<file path="src/rtl/gpio_in_capture_if.sv">
// Signal bundle between the GPIO peripheral (master) and the pin input capture block (slave).
// No handshake: every field is a level, except clr, which is a one-cycle write-1-to-clear strobe.
interface gpio_in_capture_if #(
    parameter int WIDTH = 8
);
    logic [WIDTH-1:0] pin_in;
    logic [WIDTH-1:0] iosel;
    logic             db_en;
    logic [WIDTH-1:0] rise_en;
    logic [WIDTH-1:0] fall_en;
    logic [WIDTH-1:0] clr;
    logic [WIDTH-1:0] level;
    logic [WIDTH-1:0] pending;
    logic             irq;

    modport master (
        output pin_in, iosel, db_en, rise_en, fall_en, clr,
        input  level, pending, irq
    );

    modport slave (
        input  pin_in, iosel, db_en, rise_en, fall_en, clr,
        output level, pending, irq
    );
endinterface

</file>
<file path="src/rtl/gpio_in_capture.sv">
// GPIO input capture: per-bit synchronizer, optional debounce filter, and edge detection
// into sticky write-1-to-clear pending flags with an OR-reduced interrupt.
module gpio_in_capture #(
    parameter int WIDTH       = 8,
    parameter int SYNC_STAGES = 2,
    parameter int DB_CYCLES   = 16
) (
    input  logic              clk,
    input  logic              rst_n,
    gpio_in_capture_if.slave  bus
);
    localparam int            CW      = (DB_CYCLES > 1) ? $clog2(DB_CYCLES) : 1;
    localparam logic [CW-1:0] CNT_MAX = CW'(DB_CYCLES - 1);

    logic [WIDTH-1:0] r_sync [SYNC_STAGES];
    logic [CW-1:0]    r_cnt  [WIDTH];
    logic [CW-1:0]    w_cnt_nxt [WIDTH];
    logic [WIDTH-1:0] r_level;
    logic [WIDTH-1:0] r_pending;
    logic [WIDTH-1:0] w_s;
    logic [WIDTH-1:0] w_level_nxt;
    logic [WIDTH-1:0] w_rise;
    logic [WIDTH-1:0] w_fall;
    logic [WIDTH-1:0] w_pending_nxt;

    // Only the first stage of the chain samples the asynchronous pad.
    always_ff @(posedge clk or negedge rst_n) begin
        if (!rst_n) begin
            for (int k = 0; k < SYNC_STAGES; k++) r_sync[k] <= '0;
        end else begin
            r_sync[0] <= bus.pin_in;
            for (int k = 1; k < SYNC_STAGES; k++) r_sync[k] <= r_sync[k-1];
        end
    end

    assign w_s = r_sync[SYNC_STAGES-1];

    // The counter saturates by compare; it restarts whenever s agrees with level or the filter is bypassed.
    always_comb begin
        w_level_nxt = r_level;
        for (int i = 0; i < WIDTH; i++) begin
            w_cnt_nxt[i] = '0;
            if (!bus.db_en) begin
                w_level_nxt[i] = w_s[i];
            end else if (w_s[i] != r_level[i]) begin
                if (r_cnt[i] == CNT_MAX) w_level_nxt[i] = w_s[i];
                else                     w_cnt_nxt[i]   = r_cnt[i] + CW'(1);
            end
        end
    end

    // Events come from the next/current level pair so pending sets on the same edge level moves.
    assign w_rise        =  w_level_nxt & ~r_level & bus.rise_en & ~bus.iosel;
    assign w_fall        = ~w_level_nxt &  r_level & bus.fall_en & ~bus.iosel;
    assign w_pending_nxt = (r_pending & ~bus.clr) | w_rise | w_fall;

    always_ff @(posedge clk or negedge rst_n) begin
        if (!rst_n) begin
            r_level   <= '0;
            r_pending <= '0;
            for (int i = 0; i < WIDTH; i++) r_cnt[i] <= '0;
        end else begin
            r_level   <= w_level_nxt;
            r_pending <= w_pending_nxt;
            for (int i = 0; i < WIDTH; i++) r_cnt[i] <= w_cnt_nxt[i];
        end
    end

    assign bus.level   = r_level;
    assign bus.pending = r_pending;
    assign bus.irq     = |r_pending;
endmodule

</file>
<file path="src/flat_wrapper.sv">
// flat-port wrapper written by rule: the top's interface ports become plain ports
module gpio_in_capture_flat 
#(
    parameter int WIDTH       = 8,
    parameter int SYNC_STAGES = 2,
    parameter int DB_CYCLES   = 16
)
  (clk, rst_n, bus_pin_in, bus_iosel, bus_db_en, bus_rise_en, bus_fall_en, bus_clr, bus_level, bus_pending, bus_irq);
  gpio_in_capture_if #(.WIDTH(WIDTH)) bus_i ();
  input  logic clk;
  input  logic rst_n;
  input wire logic [$bits(bus_i.pin_in)-1:0] bus_pin_in;
  input wire logic [$bits(bus_i.iosel)-1:0] bus_iosel;
  input wire logic [$bits(bus_i.db_en)-1:0] bus_db_en;
  input wire logic [$bits(bus_i.rise_en)-1:0] bus_rise_en;
  input wire logic [$bits(bus_i.fall_en)-1:0] bus_fall_en;
  input wire logic [$bits(bus_i.clr)-1:0] bus_clr;
  output wire logic [$bits(bus_i.level)-1:0] bus_level;
  output wire logic [$bits(bus_i.pending)-1:0] bus_pending;
  output wire logic [$bits(bus_i.irq)-1:0] bus_irq;
  assign bus_i.pin_in = bus_pin_in;
  assign bus_i.iosel = bus_iosel;
  assign bus_i.db_en = bus_db_en;
  assign bus_i.rise_en = bus_rise_en;
  assign bus_i.fall_en = bus_fall_en;
  assign bus_i.clr = bus_clr;
  assign bus_level = bus_i.level;
  assign bus_pending = bus_i.pending;
  assign bus_irq = bus_i.irq;
  gpio_in_capture #(.WIDTH(WIDTH), .SYNC_STAGES(SYNC_STAGES), .DB_CYCLES(DB_CYCLES)) u_core (.clk(clk), .rst_n(rst_n), .bus(bus_i));
endmodule
</file>
<file path="config.mk">
export PLATFORM = sky130hd
export DESIGN_NAME = gpio_in_capture_flat
export DESIGN_NICKNAME = d
export VERILOG_FILES = /design/src/rtl/gpio_in_capture_if.sv /design/src/rtl/gpio_in_capture.sv /design/src/flat_wrapper.sv
export SDC_FILE = /design/constraint.sdc
export NUM_CORES = 1
export LEC_CHECK = 0
export ABC_AREA = 1
export CORE_UTILIZATION = 32
export DETAILED_ROUTE_END_ITERATION = 16
export SLEW_MARGIN = 20
export SYNTH_ARGS = -nofsm -noshare
export SYNTH_HDL_FRONTEND = slang
export SYNTH_SLANG_ARGS = --single-unit
export TNS_END_PERCENT = 30
</file>
<file path="constraint.sdc">
create_clock -name clk -period 1 [get_ports clk]
set_input_delay 0.2 -clock clk [delete_from_list [all_inputs] [get_ports clk]]
set_output_delay 0.2 -clock clk [all_outputs]
set_load 0.05 [all_outputs]
</file>
==> key figures, run 1 <==
Run status
  – Status: finished with violations
  – Failing checks: setup timing

Setup path
  – Crit Path Max Fanout: 2
  – Crit path largest cell delay: 430 ps
  – Crit path launch type: flop
  – Worst r2r src: u_core.r_cnt[9]
  – Crit Path Category: flop to output port
  – CP max-delay cell: dfrtp_2
  – Worst-path cell chain: nor4_4 > nand2_2 > buf_6
  – Setup slack, reg-to-reg: -160 ps
  – CP top delay family: simple AND/OR/NAND/NOR gates
  – RR Endpoint: u_core.bus.pending[5]
  – R2R depth: 7
  – Setup crit end kind: output port
  – CP required: 800 ps
  – Buf/Inv on CP: 1
  – CP Data Arrival Time: 1370 ps

Place
  – Post-place setup slack: -407.2 ps
  – Inst Count DP: 484
  – DP Area: 3970 um2
  – Placer Congestion: 0.7995
  – Port bufs: 59
  – DP HPWL: 4053 um

CTS
  – CTS sink cnt: 64
  – CTS Buf Count: 9
  – Clock buffer depth: 2
  – CTS tree: done
  – CTS H-tree lvls: 3
  – Clock root buffer: clkbuf_8
  – Skew-Pair Late Insertion Delay: 340 ps
  – Clock transition at path regs: 70 ps

Cells and area
  – Final Cell Area: 4387 um2
  – Post-Layout Cell Count: 507
  – N_diodes: 0
  – Layout area overhead: 57.29%
  – Nets: 448
  – Layout cells sized above 1: 0.3308

Global routing
  – Initial antenna violation count: 0
  – Vias in the first global route: 2205
  – GRT Overall Usage: 0.1395
  – First-pass GRT wire length: 9446 um
  – Largest net degree at the start of global routing: 36
  – Grt ovf: 0

Synth
  – Yosys cell types: 18
  – Synth Register Bits: 64
  – Dominant synthesized flop cell: dfrtp_1
  – Synth warn: 0
  – Synthesized area per cell: 9.584 um2
  – Dominant cell type by area after synthesis: dfrtp_1
  – Post-synthesis sequential area ratio: 0.5742
  – Syn Inst Count: 291
  – Post-synth top cells: dfrtp_1, inv_1, nand2_1
  – Yosys top cell area share: 0.5742
  – Top-count cell post-synth: dfrtp_1
  – Post-synth EDFFs: 0
  – Synth async-reset ratio: 1.000
  – Mapped Nets: 342
  – Mapped Area: 2789 um2
  – Synth top area cells: dfrtp_1, inv_1, nand2_1

Power
  – VDD IR max: 0.6523 mV
  – P_leak: 2.023 nW
  – Pwr Total: 0.006084 W
  – Pwr/cell area: 1387 nW/um2

Route
  – DRT iter0 DRCs: 54
  – DRC viols: 0
  – Total Wirelength: 5591 um
  – DRT antenna net count: 0
  – WL per Instance: 11.03 um
  – Drt pass-1 iters: 4
  – Vias per inst: 4.266
  – Via count: 2163

Die
  – Initial core utilization: 0.3344
  – Cell Rows: 33
  – Core area: 8341 um2
  – Die area: 9093 um2
  – Die Ht: 95.36 um
  – Ports: 60
  – Die X: 95.36 um

STA
  – Finish-stage setup viols: 50
  – Final Hold Viols: 0
  – Worst slew pin tran: 300.0 ps
  – RSZ-0062 raised after global routing: true
  – Min Tclk post-route: 1567 ps
  – Setup ws final: -567.4 ps
  – Max frequency: 638.0 MHz
  – Worst slew margin: 0.7985
  – Final Skew: 7.643 ps
  – Final Max Slew Viols: 0
  – Tcrit/Tclk final: 1.567

Hold path
  – Hold Path Class: input port to async pin

Job
  – MaxCap Viol Count: 0
## what timing repair did
| item | 4_1_cts | 5_1_grt |
|---|---|---|
| hold buffers | 1 | 0 |
| hold endpoints to repair | 64 | 0 |
| pin swaps | 5 | 11 |
| endpoints found under the setup margin | 51 | 60 |
| buffers inserted | 6 | 1 |
| resized for setup | 33 | 31 |
## registers in the layout, indices dropped and copies added (netlist names)
name                cells
u_core.r_cnt           32
u_core.bus.level        8
u_core.r_sync           8
u_core.w_s              8
u_core.bus.pending      8
## cells by family (layout without fill, tap and decap cells)
family,count (synthesis),after routing,share of synthesized area
AO/OA/AOI/OAI,22,22,0.04621
XOR/XNOR,18,18,0.05653
adder cells (fa/ha/maj),8,8,0.03589
buffers and inverters,52,163,0.07851
flip-flops,64,64,0.5742
AND/OR/NAND/NOR,127,127,0.2086
## how the worst max path moves through the flow
| stage | depth (start not counted) | start | slack (ps) | end |
|---|---|---|---|---|
| after floorplan | 2 | u_core.bus.pending[2] | -240 | bus_irq |
| after global placement | 5 | bus_db_en | -370 | u_core.bus.level[3] |
| after detailed placement | 5 | bus_db_en | -410 | u_core.bus.level[6] |
| after CTS | 3 | u_core.bus.pending[4] | -580 | bus_irq |
| after global routing | 3 | u_core.bus.pending[4] | -610 | bus_irq |
| final | 3 | u_core.bus.pending[4] | -570 | bus_irq |
## final cells by class
type	count	area, um2
inverters	50	187.7
flip-flops and latches	64	1619
clock buffers	15	156.4
fillers	755	3954
clock inverters	1	5.005
repair buffers	97	1116
multi-input cells	175	1171
well taps	105	131.4
## per-stage QoR
step / utilization / setup TNS, ps / hold WS [ps]
after floorplan: - / -1764 / -95.59
after global placement: 0.4760 / -12320 / 59.87
after detailed placement: 0.4760 / -13700 / 59.48
after CTS: 0.5159 / -6309 / 225.7
after global routing: 0.5260 / -9565 / 248.9
final: 0.5260 / -5900 / 245.4
## where the power goes
| group | switching (W) | internal (W) |
|---|---|---|
| registers | 0.000135 | 0.00274 |
| logic | 0.000645 | 0.000697 |
| clock network | 0.000898 | 0.000969 |
## cell usage in the layout, fill, tap and decap left out, types with 2 or more instances in the layout
| cell type | instances |
|---|---|
| dfrtp_1 | 50 |
| inv_1 | 47 |
| nor2_1 | 41 |
| clkdlybuf4s50_1 | 40 |
| nand2_1 | 34 |
| buf_4 | 23 |
| nand3_1 | 22 |
| buf_12 | 19 |
| nand2_2 | 16 |
| dfrtp_2 | 14 |
| buf_6 | 12 |
| clkbuf_8 | 10 |
| o21ai_1 | 9 |
| xor2_1 | 8 |
| xor2_2 | 7 |
| ha_2 | 7 |
| nor3b_2 | 6 |
| o21ai_0 | 5 |
| clkbuf_1 | 5 |
| o21ai_2 | 3 |
| inv_2 | 3 |
| o21ai_4 | 2 |
| nor2_2 | 2 |
| o211ai_1 | 2 |
| nand4_1 | 2 |
## metal layers
layer  part of all wire  vias up  track usage
met1               0.45      992       0.1679
met4              0.015        0      0.05556
met5                  0        -            0
li1                   -     1111            -
met2               0.48       50       0.2304
met3              0.053       10      0.04545
No activity file was read; power rests on OpenSTA's default activity.
==> run 2, diff against run 1 <==
--- a/config.mk
+++ b/config.mk
@@ -6,8 +6,11 @@
 export NUM_CORES = 1
 export LEC_CHECK = 0
 export ABC_AREA = 1
+export ABC_CLOCK_PERIOD_IN_PS = 1000
 export CORE_UTILIZATION = 32
 export DETAILED_ROUTE_END_ITERATION = 16
+export GPL_TIMING_DRIVEN = 0
+export RECOVER_POWER = 25
 export SLEW_MARGIN = 20
 export SYNTH_ARGS = -nofsm -noshare
 export SYNTH_HDL_FRONTEND = slang
==> run 2 against run 1 <==
Net effect: the flow still finishes with violations (setup timing); clock power rose by 31%; global-route usage fell by 0.66 points; final cell count fell by 3.2%; sequential share of layout area rose by 1.7 points; register-to-register slack got worse by 40 ps; largest power group unchanged.
==> key figures, run 2 (synthesis results as in run 1) <==
CTS
  – Clock root buffer: clkbuf_8 (unchanged)
  – CTS Buf Count: 9 (unchanged)
  – CTS tree: done (unchanged)
  – CTS sink cnt: 64 (unchanged)
  – Skew-Pair Late Insertion Delay: 330 ps (was 340 ps)
  – Clock buffer depth: 2 (unchanged)
  – CTS H-tree lvls: 3 (unchanged)
  – Clock transition at path regs: 60 ps (was 70 ps)

STA
  – Final TNS setup: -5343 ps (was -5900 ps)
  – Worst slew margin: 0.7113 (was 0.7985)
  – Tcrit/Tclk final: 1.525 (was 1.567)
  – Max frequency: 655.6 MHz (was 638.0 MHz)
  – Min Tclk post-route: 1525 ps (was 1567 ps)
  – Final Skew: 6.537 ps (was 7.643 ps)
  – Finish-stage setup viols: 53 (was 50)
  – RSZ-0062 raised after global routing: true (unchanged)
  – Final Max Slew Viols: 0 (unchanged)
  – Setup ws final: -525.4 ps (was -567.4 ps)
  – Final Hold Viols: 0 (unchanged)
  – Worst slew pin tran: 433.1 ps (was 300.0 ps)

Hold path
  – Hold Startpoint: u_core.r_sync[8]
  – Hold Path Class: flop to flop (was input port to async pin)
  – Hold path depth: 0
  – Min-Delay Endpoint: u_core.w_s[0]

Run status
  – Failing checks: setup timing (unchanged)
  – Status: finished with violations (unchanged)

Global routing
  – Vias in the first global route: 2049 (was 2205)
  – GRT Overall Usage: 0.1329 (was 0.1395)
  – Initial antenna violation count: 0 (unchanged)
  – Largest net degree at the start of global routing: 35 (was 36)
  – First-pass GRT wire length: 9059 um (was 9446 um)
  – Grt ovf: 0 (unchanged)

Cells and area
  – Largest register FFs: 32 (unchanged)
  – Multi-input gate area: 1210 um2 (was 1171 um2)
  – Layout cells sized above 1: 0.3135 (was 0.3308)
  – Final Cell Area: 4187 um2 (was 4387 um2)
  – Layout area overhead: 50.11% (was 57.29%)
  – Reg area: 1618 um2 (was 1619 um2)
  – Commonest non-fill, non-tap cell in the layout: dfrtp_1 (unchanged)
  – Most frequent cells in the layout: dfrtp_1, inv_1, nor2_1 (unchanged)
  – Largest Register: u_core.r_cnt (unchanged)
  – N_diodes: 0 (unchanged)
  – Nets: 432 (was 448)
  – # fillers: 775 (was 755)

Setup path
  – CP required: 800 ps (about the same)
  – CP startpoint: u_core.bus.pending[6] (was u_core.bus.pending[4])
  – Crit path launch type: flop (unchanged)
  – Setup crit end kind: output port (unchanged)
  – CP Data Arrival Time: 1330 ps (was 1370 ps)
  – Setup slack, reg-to-reg: -200 ps (was -160 ps)
  – R2R depth: 7 (unchanged)
  – Crit Path Category: flop to output port (unchanged)
  – Worst r2r src: u_core.r_cnt[8] (was u_core.r_cnt[9])
  – Crit Path Max Fanout: 2 (unchanged)
  – RR Endpoint: u_core.bus.pending[5] (unchanged)

Place
  – Port bufs: 59 (unchanged)
  – Post-place setup slack: -779.3 ps (was -407.2 ps)
  – DP HPWL: 3722 um (was 4053 um)
  – DP Area: 3596 um2 (was 3970 um2)
  – Placer Congestion: 0.7449 (was 0.7995)

Power
  – Pwr/cell area: 1554 nW/um2 (was 1387 nW/um2)
  – VDD IR max: 0.7447 mV (was 0.6523 mV)
  – Combinational power share: 0.181 (was 0.221)
  – Sequential Power Share: 0.442 (was 0.473)
  – Switch Pwr: 0.001686 W (was 0.001678 W)
  – P_leak: 1.930 nW (was 2.023 nW)
  – Clock power share: 0.377 (was 0.307)
  – P_int: 0.004822 W (was 0.004406 W)
  – Switch share: 0.2591 (was 0.2759)

Route
  – WL per Instance: 11.54 um (was 11.03 um)
  – Drt pass-1 iters: 4 (unchanged)
  – DRT antenna net count: 0 (unchanged)
  – Via count: 2140 (was 2163)
  – DRC viols: 0 (unchanged)
  – Vias per inst: 4.358 (was 4.266)
  – Total Wirelength: 5667 um (was 5591 um)
  – DRT iter0 DRCs: 68 (was 54)

Die
  – Die X: 95.36 um (unchanged)
  – Core area: 8341 um2 (unchanged)
  – Cell Rows: 33 (unchanged)
  – Die area: 9093 um2 (unchanged)
  – Die Ht: 95.36 um (unchanged)
  – Ports: 60 (unchanged)
  – Initial core utilization: 0.3344 (unchanged)

Job
  – MaxCap Viol Count: 0 (unchanged)
## run 2: changes by cell type in the layout (fill, tap and decap cells not counted), sizes merged
cell	before	now
buf	55	38
bufinv	0	2
clkbuf	15	14
clkdlybuf4s50	40	32
dlygate4sd2	0	1
dlygate4sd3	1	9
dlymetal6s2s	1	0
## run 2: metrics by stage
step / total power, W / hold slack (ps) / utilization / std cells
global route: 0.006840 / 360.9 / 0.5020 / 491
global placement: 0.003871 / 331.0 / 0.4290 / 455
detailed placement: 0.003891 / 160.1 / 0.4311 / 456
CTS: 0.006493 / 280.9 / 0.4793 / 482
finish: 0.006508 / 347.2 / 0.5020 / 491
floorplan: 0.003448 / -95.59 / - / 291
## run 2: how the worst max path moves through the flow
stage	endpoint	cells after the start
4_1_cts	bus_irq	3
5_1_grt	bus_irq	3
3_5_place_dp	bus_irq	3
2_1_floorplan	bus_irq	2
3_3_place_gp	u_core.bus.pending[0]	1
6_report	bus_irq	3
## run 2: cell type report
cell class / count / area share
tap: 105 / 0.03138
multi-input combinational: 175 / 0.2890
sequential: 64 / 0.3864
clock inverter: 3 / 0.01554
clock buffer: 13 / 0.03796
inverter: 50 / 0.04483
buffer: 2 / 0.007472
timing repair buffer: 79 / 0.1874
## run 2: what timing repair did
item,4_1_cts,5_1_grt
setup endpoints to repair,54,64
setup buffers,9,9
gates resized for setup,146,35
hold endpoints to repair,30,0
hold buffers,1,0
pin swaps,11,6
## run 2: critical path, stage by stage, from the launching register on
cell     delay, ps
dfrtp_2        430
nor4_4         330
nand2_2         80
buf_6          160
## run 2: routing by layer
metal  vias to the layer above  GRT usage  share of wire
li1                       1081          -              -
met1                      1004     0.1742           0.44
met2                        50     0.2024           0.49
met3                         5    0.03987          0.056
met4                         0    0.05934          0.010
met5                         -          0              0
## run 2: power by group through the flow
stage | clock, W | sequential, W | combinational (W)
6_report | 0.00245 | 0.00287 | 0.00118
5_1_grt | 0.00265 | 0.00289 | 0.00130
4_1_cts | 0.00253 | 0.00286 | 0.00110
3_5_place_dp | 0 | 0.00293 | 0.000965
3_3_place_gp | 0 | 0.00292 | 0.000948
2_1_floorplan | 0 | 0.00308 | 0.000365
